===== src/rtl/uart_boot_sequencer_pkg.sv =====
// Shared definitions for the UART boot sequencer: FSM state encoding,
// default frame sync byte, word-assembly constants and a state helper.
package uart_boot_sequencer_pkg;

  typedef enum logic [2:0] {
    ST_SYNC = 3'd0,
    ST_LEN0 = 3'd1,
    ST_LEN1 = 3'd2,
    ST_DATA = 3'd3,
    ST_CSUM = 3'd4,
    ST_RUN  = 3'd5,
    ST_ERR  = 3'd6
  } boot_state_e;

  localparam logic [7:0] DEFAULT_MAGIC = 8'hA5;

  // Index of the final byte lane of a little-endian 32-bit word.
  localparam logic [1:0] LANE_LAST = 2'd3;

  // States in which a frame is being received (busy, timer armed).
  function automatic logic is_busy(input boot_state_e s);
    return (s == ST_LEN0) || (s == ST_LEN1) || (s == ST_DATA) || (s == ST_CSUM);
  endfunction

endpackage


===== src/rtl/uart_boot_sequencer_packer.sv =====
// boot_word_packer: assembles little-endian 32-bit words from a byte stream
// and keeps the running XOR checksum of every byte accepted.
//   clk, reset   : clock / asynchronous active-high reset
//   clear_i      : synchronous clear of lane counter, shift register, checksum
//   byte_vld_i   : accept byte_i this cycle
//   byte_i       : payload byte
//   word_done_o  : combinational, high when the accepted byte completes a word
//   word_o       : the completed word (valid with word_done_o)
//   acc_o        : XOR of all bytes accepted since the last clear
module boot_word_packer
  import uart_boot_sequencer_pkg::*;
(
  input  logic        clk,
  input  logic        reset,
  input  logic        clear_i,
  input  logic        byte_vld_i,
  input  logic [7:0]  byte_i,
  output logic        word_done_o,
  output logic [31:0] word_o,
  output logic [7:0]  acc_o
);

  logic [1:0]  lane_q;
  logic [23:0] shreg_q;
  logic [7:0]  acc_q;

  // Bytes enter at the top and shift down, so after three bytes the first one
  // sits in bits 7:0 and the fourth byte completes the word directly.
  assign word_done_o = byte_vld_i && (lane_q == LANE_LAST);
  assign word_o      = {byte_i, shreg_q};
  assign acc_o       = acc_q;

  always_ff @(posedge clk or posedge reset) begin
    if (reset) begin
      lane_q  <= '0;
      shreg_q <= '0;
      acc_q   <= '0;
    end else if (clear_i) begin
      lane_q  <= '0;
      shreg_q <= '0;
      acc_q   <= '0;
    end else if (byte_vld_i) begin
      lane_q  <= lane_q + 2'd1;
      shreg_q <= {byte_i, shreg_q[23:8]};
      acc_q   <= acc_q ^ byte_i;
    end
  end

endmodule


===== src/rtl/uart_boot_sequencer.sv =====
// uart_boot_sequencer: holds the core in reset, receives a framed program
// image over UART (MAGIC, LEN lo, LEN hi, N x 4 data bytes, XOR checksum),
// writes the words into IMEM and releases the core on a good checksum.
//   clk, reset    : clock / asynchronous active-high reset
//   rx_valid      : one-cycle strobe per received byte; rx_data the byte
//   imem_we       : one-cycle IMEM write strobe; imem_addr / imem_wdata
//   cpu_reset     : 1 holds the core in reset
//   busy          : frame in progress
//   error         : last frame failed; cleared by the next sync byte
//   words_loaded  : words written in the current/last frame
module uart_boot_sequencer
  import uart_boot_sequencer_pkg::*;
#(
  parameter int unsigned ADDR_W      = 8,
  parameter logic [7:0]  MAGIC       = DEFAULT_MAGIC,
  parameter int unsigned TIMEOUT_CYC = 1_000_000,
  parameter int unsigned TMR_W       = 20
) (
  input  logic              clk,
  input  logic              reset,
  input  logic              rx_valid,
  input  logic [7:0]        rx_data,
  output logic              imem_we,
  output logic [ADDR_W-1:0] imem_addr,
  output logic [31:0]       imem_wdata,
  output logic              cpu_reset,
  output logic              busy,
  output logic              error,
  output logic [15:0]       words_loaded
);

  localparam logic [16:0]      MAX_WORDS = 17'(2 ** ADDR_W);
  localparam logic [TMR_W-1:0] TMR_LAST  = TMR_W'(TIMEOUT_CYC - 1);

  boot_state_e       state_q, state_d;
  logic [TMR_W-1:0]  timer_q, timer_d;
  logic [7:0]        len_lo_q, len_lo_d;
  logic [15:0]       len_q, len_d;
  logic [ADDR_W-1:0] addr_q, addr_d;
  logic [15:0]       words_q, words_d;
  logic              we_q, we_d;
  logic [31:0]       wdata_q, wdata_d;
  logic              cpu_rst_q, cpu_rst_d;
  logic              busy_q, busy_d;
  logic              error_q, error_d;

  logic [15:0]       len_full;
  logic              sync_hit;
  logic              pk_vld;
  logic              word_done;
  logic [31:0]       word;
  logic [7:0]        acc;

  assign len_full = {rx_data, len_lo_q};

  // MAGIC only resynchronises outside a frame; inside a frame it is payload.
  assign sync_hit = rx_valid && (rx_data == MAGIC) &&
                    ((state_q == ST_SYNC) || (state_q == ST_RUN) || (state_q == ST_ERR));

  assign pk_vld = rx_valid && (state_q == ST_DATA);

  boot_word_packer u_packer (
    .clk         (clk),
    .reset       (reset),
    .clear_i     (sync_hit),
    .byte_vld_i  (pk_vld),
    .byte_i      (rx_data),
    .word_done_o (word_done),
    .word_o      (word),
    .acc_o       (acc)
  );

  always_comb begin
    state_d  = state_q;
    timer_d  = timer_q;
    len_lo_d = len_lo_q;
    len_d    = len_q;

    case (state_q)
      ST_SYNC, ST_RUN, ST_ERR: begin
        if (sync_hit) state_d = ST_LEN0;
      end
      ST_LEN0: begin
        if (rx_valid) begin
          len_lo_d = rx_data;
          state_d  = ST_LEN1;
        end
      end
      ST_LEN1: begin
        if (rx_valid) begin
          len_d = len_full;
          if (len_full == 16'd0)                state_d = ST_CSUM;
          else if ({1'b0, len_full} > MAX_WORDS) state_d = ST_ERR;
          else                                  state_d = ST_DATA;
        end
      end
      ST_DATA: begin
        // words_q lags the 4th byte by two cycles, which is always settled
        // before the next word can complete (at least four bytes later).
        if (word_done && (({1'b0, words_q} + 17'd1) == {1'b0, len_q})) state_d = ST_CSUM;
      end
      ST_CSUM: begin
        if (rx_valid) state_d = (rx_data == acc) ? ST_RUN : ST_ERR;
      end
      default: state_d = ST_SYNC;
    endcase

    // Inter-byte timeout; a byte arriving on the expiry cycle takes priority.
    if (is_busy(state_q)) begin
      if (rx_valid) begin
        timer_d = '0;
      end else if (timer_q == TMR_LAST) begin
        state_d = ST_ERR;
        timer_d = '0;
      end else begin
        timer_d = timer_q + TMR_W'(1);
      end
    end else begin
      timer_d = '0;
    end

    we_d    = word_done;
    wdata_d = word_done ? word : wdata_q;

    // Address and count advance the cycle after the write strobe.
    addr_d  = addr_q;
    words_d = words_q;
    if (sync_hit) begin
      addr_d  = '0;
      words_d = '0;
    end else if (we_q) begin
      addr_d  = addr_q + ADDR_W'(1);
      words_d = words_q + 16'd1;
    end

    // Release only once RUN has been entered; leaving RUN re-asserts at once.
    cpu_rst_d = !((state_q == ST_RUN) && (state_d == ST_RUN));
    busy_d    = is_busy(state_d);

    error_d = error_q;
    if (sync_hit)                error_d = 1'b0;
    else if (state_d == ST_ERR)  error_d = 1'b1;
  end

  always_ff @(posedge clk or posedge reset) begin
    if (reset) begin
      state_q   <= ST_SYNC;
      timer_q   <= '0;
      len_lo_q  <= '0;
      len_q     <= '0;
      addr_q    <= '0;
      words_q   <= '0;
      we_q      <= 1'b0;
      wdata_q   <= '0;
      cpu_rst_q <= 1'b1;
      busy_q    <= 1'b0;
      error_q   <= 1'b0;
    end else begin
      state_q   <= state_d;
      timer_q   <= timer_d;
      len_lo_q  <= len_lo_d;
      len_q     <= len_d;
      addr_q    <= addr_d;
      words_q   <= words_d;
      we_q      <= we_d;
      wdata_q   <= wdata_d;
      cpu_rst_q <= cpu_rst_d;
      busy_q    <= busy_d;
      error_q   <= error_d;
    end
  end

  assign imem_we      = we_q;
  assign imem_addr    = addr_q;
  assign imem_wdata   = wdata_q;
  assign cpu_reset    = cpu_rst_q;
  assign busy         = busy_q;
  assign error        = error_q;
  assign words_loaded = words_q;

endmodule


===== config.mk =====
export PLATFORM = sky130hd
export DESIGN_NAME = uart_boot_sequencer
export DESIGN_NICKNAME = d
export VERILOG_FILES = /design/src/rtl/uart_boot_sequencer_pkg.sv /design/src/rtl/uart_boot_sequencer_packer.sv /design/src/rtl/uart_boot_sequencer.sv
export SDC_FILE = /design/constraint.sdc
export NUM_CORES = 1
export LEC_CHECK = 0
export ABC_AREA = 1
export ABC_CLOCK_PERIOD_IN_PS = 6000
export CORE_MARGIN = 2
export CORE_UTILIZATION = 35
export DETAILED_ROUTE_END_ITERATION = 16
export MAX_ROUTING_LAYER = met4
export PLACE_DENSITY_LB_ADDON = 0.1
export SETUP_SLACK_MARGIN = 0.15
export SLEW_MARGIN = 10
export SYNTH_ARGS = -nofsm -noshare
export SYNTH_HDL_FRONTEND = slang
export SYNTH_SLANG_ARGS = --single-unit

===== constraint.sdc =====
create_clock -name clk -period 6 [get_ports clk]
set_input_delay 0.9 -clock clk [delete_from_list [all_inputs] [get_ports clk]]
set_output_delay 0.9 -clock clk [all_outputs]
set_load 0.03 [all_outputs]

# After elaboration in Yosys (flattened, before gate mapping)
# Index checks and enable logic that the tools add are counted.
[word_totals]
regBits = 141
in_bits = 11
[op_classes]
n_addsub = 5
n_lt_le_gt_ge = 1
eq_ne = 17
muxes = 27
n_bitwise = 1
reduce_logical = 23
[ops]
columns = ["op", "count"]
rows = [
  ["$mux 20", 3],
  ["$mux 24", 2],
  ["$mux 16", 2],
  ["$mux 8", 4],
  ["$mux 3", 10],
  ["$add 20x1->20 const B", 1],
  ["$eq 20x20->1 const B", 1],
  ["$eq 3x3->1 const B", 6],
  ["$add 16x1->17 const B", 1],
  ["$eq 17x16->1", 1],
  ["$add 16x1->16 const B", 1],
  ["$gt 16x9->1 const B", 1],
  ["$logic_not 16->1", 1],
  ["$pmux 3 s5", 1],
  ["$eq 3x2->1 const B", 4],
  ["$add 8x1->8 const B", 1],
  ["$eq 8x8->1", 1],
  ["$eq 8x8->1 const B", 1],
  ["$logic_or 1x1->1", 8],
  ["$xor 8x8->8", 1],
  ["$eq 3x1->1 const B", 2],
  ["$logic_and 1x1->1", 6],
  ["$mux 2", 3],
  ["$reduce_bool 2->1", 3],
  ["7 further kinds", 9],
]

# Longest topological paths before layout
# Gate-level depths: netlist of the first run.
[depth]
word_depth = 13
mapped_depth = 17

# By module
# Synthesis of the first run repeated with hierarchy kept, for this count alone.
[unflattened]
cells_unflattened = 798
area_unflattened_um2 = 6924.1
[modules_own_cells]
columns = ["module", "instances", "cells_each", "area_per_inst_um2", "seq_area_each_um2"]
rows = [
  ["uart_boot_sequencer", 1, 630, 5437.7, 2678.8],
  ["boot_word_packer", 1, 168, 1486.4, 850.8],
]

# Worst setup path after synthesis of the first run
# OpenSTA, ideal clock, no wires.
[synth_path]
path_type = "input to register"
startpoint = "in rx_data[2]"
endpoint = "reg words_q[10] (netlist: words_loaded[10])"
setup_ns = 0.133
arrival_ns = 2.020
required_ns = 5.867
slack_ns = 3.848
cell_stages = 8
n_path_buf = 1
path_cell_list = "inv_1 -> nor4_2 -> nand4_1 -> nor2_2 -> nor2_2 -> inv_1 -> buf_2 -> o22ai_1"
[synth_via]
elab_chain_len = 4
[synth_rtl]
columns = ["element", "line_no", "source"]
rows = [
  ["start: declaration", "uart_boot_sequencer.sv:22", "input logic [7:0] rx_data,"],
  ["$eq 8x8->1 (*)", "uart_boot_sequencer.sv:57", "assign sync_hit = rx_valid && (rx_data == MAGIC) &&"],
  ["$logic_and 1x1->1 (*) (2 in series)", "uart_boot_sequencer.sv:57", ""],
  ["$mux 16 / $reduce_bool 2->1 (equally long branches)", "--", ""],
  ["end signal: assignment", "uart_boot_sequencer.sv:164", "words_q <= words_d;"],
  ["end: declaration", "uart_boot_sequencer.sv:40", "logic [15:0] words_q, words_d;"],
]
# Mark *: on every way between the ends. The rest lies on a longest branch, timed or not.
# A chain may end at the register's enable or synchronous reset.

# Final worst setup path of the first run
[layout_path]
startpoint = "in rx_valid"
endpoint = "reg u_packer.shreg_q[19]"
[layout_via]
elab_chain_len = 3
[layout_rtl]
columns = ["element", "line_no", "source"]
rows = [
  ["start: declaration", "uart_boot_sequencer.sv:21", "input logic rx_valid,"],
  ["$logic_and 1x1->1 (2 in series)", "uart_boot_sequencer.sv:57", ""],
  ["$mux 24 / $reduce_bool 2->1 (equally long branches)", "--", ""],
  ["end signal: assignment", "uart_boot_sequencer_packer.sv:44", "shreg_q <= {byte_i, shreg_q[23:8]};"],
  ["end: declaration", "uart_boot_sequencer_packer.sv:24", "logic [23:0] shreg_q;"],
]
# Parallel ways exist; a longest one is shown, timed or not.

==> impl_metrics.ini, run 1 <==
[sta]
setup_ws_ns = 2.25
setup_viol = 0
whs_ns = 0.464
period_minus_slack_ns = 3.75
drv_slew = 0
relSlewSlack_pct = 43.4
max_freq_mhz = 267
tns_ns = 0
hold_violations = 0
rsz0062_at_grt = false
clock_skew_ns = 0.00936
finalCritPeriodShare_pct = 62.5
tightest_slew_ns = 0.847

[clocking]
insertion_delay_ns = 0.42
clk_pin_slew_ns = 0.07
cts.sinks = 141
cts_resized = 0
clock_path_buffers = 2
cts-buffers-inserted = 17
ctsHoldBuffers = 0
htree_levels = 4
tritoncts = done
cts_setup_buffers = 0
root_buffer = clkbuf_16

[floorplan]
core_area_sq_um = 18100
dieArea_sq_um = 19800
die_width_um = 141
pin_count = 71
rows = 49
initial_utilization_pct = 36.0
die_h_um = 141

[drt]
routed_wirelength_um = 15600
drt-pass1-iter-count = 8
post_drt_via_cell_ratio = 4.89
post_drt_wl_per_cell_um = 14.4
first_iter_violations = 300
post-route-drc-count = 0
vias = 5301
final_antenna_net_count = 0

[placed_design]
post-place-ws_ns = 1.84
routabilityCongestion = 0.838
place.detailed.hpwl_um = 11000
dp_cells = 1052
io_buffers = 70
place_area_sq_um = 7480

[logic_synthesis]
ys_types = 35
ys.flop_type = dfrtp_1
ys_warn_count = 0
synthesis.area_sq_um = 6540
synth_seq_cells = 141
synth_commonest_cells = 183 x nand2_1, 140 x dfrtp_1, 101 x inv_1
synth_top_area_share_pct = 53.6
syn_area_per_cell_sq_um = 8.49
yosysMostFrequentCell = nand2_1
synth_fp_nets = 785
async_flop_share_pct = 100
yosys-top-cells-area = dfrtp_1 54%, nand2_1 11%, inv_1 5.8%
synth_edf_count = 0
syn_inst = 770
ys_seq_area_share_pct = 54.0
yosys.area.top_type = dfrtp_1

[power]
vdd_ir_drop_max_v = 0.000203
power.density_nw_per_um2 = 358
power.leakage_nw = 3.75
power.total_mw = 2.89

[worst_setup_path]
cp-start-kind = input pin
r2r-start = state_q[2]
cp_data_arrival_time_ns = 4.02
worst_setup_path_end_kind = register
worst-setup-path-type = in -> reg
cp_max_fo = 25
setup.worst_path.start = rx_valid
cp.required_ns = 6.27

[worst_hold_path]
hp-class = reg -> reg
min_from = timer_q[0]

[global_routing]
antenna_found_initial = 0
grt_pass1_vias = 5233
grt_pass1_wl_um = 26300
overflow = 0
grt.total_usage_pct = 17.1
grt_max_degree = 89

[cells_and_area]
syn2layout_area_growth_pct = 23.5
final_area_sq_um = 8070
post_route_cells_drive_above_1_share_pct = 6.67
utilization_pct = 44.5
diodes = 0
nFillCells = 1795
fin_cells = 1084
fin_nets = 857

[job]
maxCapViolations = 0

[status]
status = finished, final reports clean
==> path summary, 6_finish.rpt <==
kind                                         to  slack [ns]  depth (start not counted)
setup / recovery           u_packer.shreg_q[19]        2.25                          6
hold / removal                       timer_q[0]        0.46                          1
setup reg to reg           u_packer.shreg_q[19]        2.78                          6
hold reg to reg                      timer_q[0]        0.46                          1
max in group asynchronous        imem_wdata[25]        3.76                          3
min in group asynchronous       words_loaded[9]        1.03                          2
==> worst max-delay path, stage by stage <==
cell	delay [ns]
clkdlybuf4s50_1	0.56
inv_1	0.13
nor2_1	0.67
clkinv_1	0.73
nand2_1	0.83
o21ai_0	0.18
==> report_power, final <==
part           switching [mW]  leakage (nW)  internal [mW]
Clock                   0.471         0.287          0.593
Combinational           0.376          1.69          0.219
Sequential              0.110          1.77           1.12
==> final cells by class <==
class	count	area, sq um	area share, %
clock buffer	17	425	5.27
clock inverter	15	173	2.14
inverter	104	395	4.90
multi-input combinational	506	2550	31.6
sequential	141	3530	43.7
tap	229	287	3.55
timing repair buffer	72	716	8.86
==> kinds of logic (layout without fill, tap and decap cells) <==
group,after synthesis,after routing,share of synthesized area (%)
AO/OA/AOI/OAI,119,119,9.80
XOR/XNOR,29,29,4.00
adder cells (fa/ha/maj),4,4,0.765
buffers and inverters,123,208,7.08
flip-flops,141,141,54.0
AND/OR/NAND/NOR,354,354,24.4
==> per-layer routing <==
layer / share of wire, % / routed length (um) / GRT usage, % / vias up
li1: - / - / - / 2662
met1: 47 / 7390 / 22.3 / 2511
met2: 48 / 7510 / 27.1 / 111
met3: 3.3 / 510 / 3.43 / 17
met4: 1.4 / 225 / 5.11 / 0
met5: 0 / 0 / - / -
==> sequential cells by signal, indices dropped and copies added (netlist names), 2 cells and up <==
name and cells:
imem_wdata 32, len_lo_q 8, u_packer.shreg_q 24, timer_q 20
imem_addr 8, len_q 16, state_q 3, u_packer.lane_q 2
u_packer.acc_o 8, words_loaded 16
==> cell usage in the layout (no fill, tap or decap), drive strengths merged <==
cell type,n
o21ai,77
dfrtp,140
nand3,43
nand3b,5
clkinv,5
o31ai,1
nand2,186
a211oi,1
or2,1
xnor2,10
buf,2
nor2,68
clkdlybuf4s50,70
nor3b,5
ha,4
nand4,22
o22ai,26
nor3,16
clkinvlp,2
bufinv,1
and3,1
inv,111
nor4,7
dfstp,1
clkbuf,17
xor2,19
o21a,1
a21oi,13
Note: power is estimated with default switching activity, not from simulation.
==> run 2, diff against run 1 <==
--- a/config.mk
+++ b/config.mk
@@ -6,7 +6,7 @@
 export NUM_CORES = 1
 export LEC_CHECK = 0
 export ABC_AREA = 1
-export ABC_CLOCK_PERIOD_IN_PS = 6000
+export ABC_CLOCK_PERIOD_IN_PS = 3700
 export CORE_MARGIN = 2
 export CORE_UTILIZATION = 35
 export DETAILED_ROUTE_END_ITERATION = 16
==> constraint.sdc (replaced) <==
create_clock -name clk -period 3.7 [get_ports clk]
set_input_delay 0.555 -clock clk [delete_from_list [all_inputs] [get_ports clk]]
set_output_delay 0.555 -clock clk [all_outputs]
set_load 0.03 [all_outputs]
==> impl_metrics.ini, run 2 (synthesis gave the netlist of run 1 again) <==
[status]
status = finished, final reports clean

[clocking]
root_buffer = clkbuf_16
cts-buffers-inserted = 17
ctsHoldBuffers = 0
insertion_delay_ns = 0.42
cts.sinks = 141
htree_levels = 4
clk_pin_slew_ns = 0.06
cts_resized = 0
clock_path_buffers = 2
tritoncts = done
cts_setup_buffers = 0

[global_routing]
grt.total_usage_pct = 17.6
overflow = 0
antenna_found_initial = 0
grt_pass1_vias = 5336
grt_max_degree = 81
grt_pass1_wl_um = 27100

[worst_hold_path]
min_to = timer_q[0]
hp-class = reg -> reg
hold_depth = 1
min_from = timer_q[0]

[worst_setup_path]
cp.required_ns = 3.97
cp_data_arrival_time_ns = 2.71
r2r_end = error
slowest_stage = clkdlybuf4s50_1
path_cells = clkdlybuf4s50_1 -> inv_1 -> nor4_1 -> nand4_1 -> nand2_1 -> o21ai_0
cp_top_family = simple AND/OR/NAND/NOR gates
slowest_delay_ns = 0.67
worst_setup_path_end_kind = register
regToRegSetupSlack_ns = 1.38
cp_max_fo = 15
r2r_cells = 16
cp_num_buf_inv = 2
r2r-start = words_loaded[1]
cp-start-kind = input pin
worst-setup-path-type = in -> reg

[sta]
finalCritPeriodShare_pct = 65.9
rsz0062_at_grt = false
period_minus_slack_ns = 2.44
setup_viol = 0
relSlewSlack_pct = 45.5
clock_skew_ns = 0.00900
drv_slew = 0
max_freq_mhz = 410
tightest_slew_ns = 0.816
tns_ns = 0
hold_violations = 0

[floorplan]
core_area_sq_um = 18100
die_width_um = 141
rows = 49
dieArea_sq_um = 19800
pin_count = 71
die_h_um = 141
initial_utilization_pct = 36.0

[drt]
post_drt_via_cell_ratio = 4.85
final_antenna_net_count = 0
post_drt_wl_per_cell_um = 14.6
vias = 5284
routed_wirelength_um = 15900
post-route-drc-count = 0
first_iter_violations = 261
drt-pass1-iter-count = 5

[cells_and_area]
nFillCells = 1785
syn2layout_area_growth_pct = 24.8
diodes = 0
fin_nets = 863
largest_reg_flops = 32
multiInputGateArea_sq_um = 2550
regArea_sq_um = 3530
final_cell_mix = 182 x nand2_1, 140 x dfrtp_1, 100 x inv_1
mostFrequentLayoutCell = nand2_1
post_route_cells_drive_above_1_share_pct = 7.32

[placed_design]
io_buffers = 70
place.detailed.hpwl_um = 11400
routabilityCongestion = 0.837

[job]
maxCapViolations = 0

[power]
power.density_nw_per_um2 = 587
power.total_mw = 4.79
vdd_ir_drop_max_v = 0.000320
power.leakage_nw = 3.80
## run 2: layout make-up
type                            count  area share, %
Multi-Input combinational cell    506           31.2
Inverter                          104           4.83
Clock inverter                     14           2.33
Clock buffer                       18           5.38
Timing Repair Buffer               78           9.47
Sequential cell                   141           43.2
Tap cell                          229           3.51
## run 2: worst max path at each step
stage                     from               to  slack (ns)  depth (start not counted)
3_3_place_gp        rx_data[0]  words_loaded[0]        0.87                          6
2_1_floorplan            reset             busy        1.38                          1
4_1_cts             rx_data[0]  words_loaded[3]        1.24                          6
5_1_grt        words_loaded[0]            error        0.99                         16
6_report            rx_data[0]  words_loaded[3]        1.26                          6
3_5_place_dp        rx_data[0]  words_loaded[3]        0.79                          6
## run 2: power by group
| group | switching, mW | internal [mW] | total, mW |
|---|---|---|---|
| sequential | 0.186 | 1.81 | 2.00 |
| clock | 0.676 | 1.15 | 1.82 |
| combinational | 0.605 | 0.359 | 0.964 |
| total | 1.47 | 3.32 | 4.79 |
## run 2: per-stage QoR
step	setup slack, ns	area, sq um	hold WS, ns	cells	util [%]
2_1_floorplan	1.38	6540	0.433	770	-
3_3_place_gp	0.874	7530	0.448	1058	41.5
3_5_place_dp	0.790	7530	0.464	1058	41.5
4_1_cts	1.24	8160	0.472	1090	45.0
5_1_grt	0.988	8160	0.504	1090	45.0
6_report	1.26	8160	0.466	1090	45.0
## run 2: metal layers
layer / routed length [um] / track usage [%]
met4: 127 / 5.21
met1: 7580 / 23.0
met5: 0 / -
met3: 463 / 3.63
met2: 7700 / 28.0
==> run 3, diff against run 2 <==
--- a/config.mk
+++ b/config.mk
@@ -6,7 +6,7 @@
 export NUM_CORES = 1
 export LEC_CHECK = 0
 export ABC_AREA = 1
-export ABC_CLOCK_PERIOD_IN_PS = 3700
+export ABC_CLOCK_PERIOD_IN_PS = 2000
 export CORE_MARGIN = 2
 export CORE_UTILIZATION = 35
 export DETAILED_ROUTE_END_ITERATION = 16
==> constraint.sdc (replaced) <==
create_clock -name clk -period 2 [get_ports clk]
set_input_delay 0.3 -clock clk [delete_from_list [all_inputs] [get_ports clk]]
set_output_delay 0.3 -clock clk [all_outputs]
set_load 0.03 [all_outputs]
==> impl_metrics.ini, run 3 (synthesis gave the netlist of run 1 again) <==
[clocking]
cts-buffers-inserted = 17
clk_pin_slew_ns = 0.06
tritoncts = done
insertion_delay_ns = 0.43
clock_path_buffers = 2
root_buffer = clkbuf_16
cts.sinks = 141
htree_levels = 4

[drt]
first_iter_violations = 295
vias = 5668
final_antenna_net_count = 0
post-route-drc-count = 0
post_drt_via_cell_ratio = 4.80
post_drt_wl_per_cell_um = 14.4
routed_wirelength_um = 17000
drt-pass1-iter-count = 4

[floorplan]
die_width_um = 141
die_h_um = 141
pin_count = 71
rows = 49
dieArea_sq_um = 19800
initial_utilization_pct = 36.0
core_area_sq_um = 18100

[job]
maxCapViolations = 0

[sta]
whs_ns = 0.326
relSlewSlack_pct = 63.6
hold_violations = 0
tightest_slew_ns = 0.546
drv_slew = 0
setup_viol = 4
tns_ns = -0.438
rsz0062_at_grt = true
max_freq_mhz = 465
finalCritPeriodShare_pct = 107
setup_ws_ns = -0.150
clock_skew_ns = 0.00974
period_minus_slack_ns = 2.15

[cells_and_area]
fin_nets = 954
syn2layout_area_growth_pct = 38.6
mostFrequentLayoutCell = nand2_1
final_area_sq_um = 9060
diodes = 0
utilization_pct = 49.9
post_route_cells_drive_above_1_share_pct = 19.6
largest_reg_flops = 32
final_cell_mix = 175 x nand2_1, 139 x dfrtp_1, 98 x inv_1
fin_cells = 1181

[worst_setup_path]
cp-start-kind = register
cp_data_arrival_time_ns = 2.47
worst-setup-path-type = reg -> reg
cp.required_ns = 2.32
worst_setup_path_end_kind = register
cp_max_fo = 4

[status]
status = complete, but fails checks
violations = setup timing

[global_routing]
grt.total_usage_pct = 18.5
grt_pass1_vias = 5718
grt_pass1_wl_um = 28500
overflow = 0
grt_max_degree = 83
antenna_found_initial = 0

[power]
vdd_ir_drop_max_v = 0.000626
power.leakage_nw = 4.40
power.density_nw_per_um2 = 968

[placed_design]
place.detailed.hpwl_um = 12100
dp_cells = 1134
routabilityCongestion = 0.869
io_buffers = 70
place_area_sq_um = 8150

[worst_hold_path]
hp-class = in -> async
-- run 3: cell types whose count changed in the layout (fill, tap and decap cells not counted), sizes merged, moves of 4 or more --
cell / before / now
dlymetal6s2s: 0 / 10
dlygate4sd2: 0 / 13
inv: 104 / 109
bufinv: 4 / 0
clkdlybuf4s50: 70 / 47
buf: 8 / 99
-- run 3: final cells by class --
| class | count | area [sq um] |
|---|---|---|
| sequential | 141 | 3530 |
| inverter | 104 | 394 |
| multi-input combinational | 506 | 2760 |
| fill | 1741 | 9090 |
| clock inverter | 14 | 129 |
| clock buffer | 18 | 429 |
| timing repair buffer | 169 | 1530 |
| tap | 229 | 287 |
-- run 3: worst paths after layout --
path / startpoint / to / slack (ns) / depth (start not counted)
min in group clk: rx_data[4] / u_packer.shreg_q[20] / 0.35 / 3
max reg2reg: words_loaded[1] / busy / -0.15 / 17
max in group asynchronous: reset / timer_q[2] / 1.21 / 3
min reg2reg: len_lo_q[6] / len_lo_q[6] / 0.48 / 2
max: words_loaded[1] / busy / -0.15 / 17
min: reset / len_q[10] / 0.33 / 3
-- run 3: layer usage --
layer / global-route usage (%) / vias to the layer above / share of wire (%)
li1: - / 2852 / -
met4: 6.16 / 0 / 1.6
met1: 23.2 / 2716 / 46
met3: 3.70 / 20 / 2.5
met2: 30.3 / 80 / 50
met5: - / - / 0
-- run 3: stage by stage --
stage | total power, mW | setup WS, ns
4_1_cts | 8.80 | -0.119
5_1_grt | 9.35 | -0.373
3_3_place_gp | 5.70 | -0.231
6_report | 8.77 | -0.150
3_5_place_dp | 5.75 | -0.245
2_1_floorplan | 4.96 | -0.0706
-- run 3: timing repair --
| item | 4_1_cts | 5_1_grt |
|---|---|---|
| pin swaps | 7 | 11 |
| buffers inserted | 8 | 7 |
| gates resized for setup | 37 | 43 |
| cloned | 0 | 0 |
| endpoints found under the setup margin | 25 | 39 |
| hold endpoints to repair | 0 | 0 |
| hold buffers | 0 | 0 |
-- run 3: worst max-delay path, stage by stage (launching register included) --
cell and delay [ns]:
dfrtp_1 0.40, buf_4 0.15, nand2_1 0.08, nor2_4 0.19, nand2_2 0.10, inv_2 0.09, buf_4 0.11, nand4_2 0.09
nand2_2 0.09, nand2_1 0.05, nand2_1 0.05, nand2_1 0.05, nor2_1 0.12, nand2_2 0.10, nand2_2 0.10, nand4_1 0.11
nor2_1 0.11, nor2_1 0.06
-- run 3: report_power, final --
group	internal (mW)	leakage [nW]	switching [mW]
combinational	0.882	2.36	1.22
clock	1.64	0.271	1.37
sequential	3.36	1.77	0.305
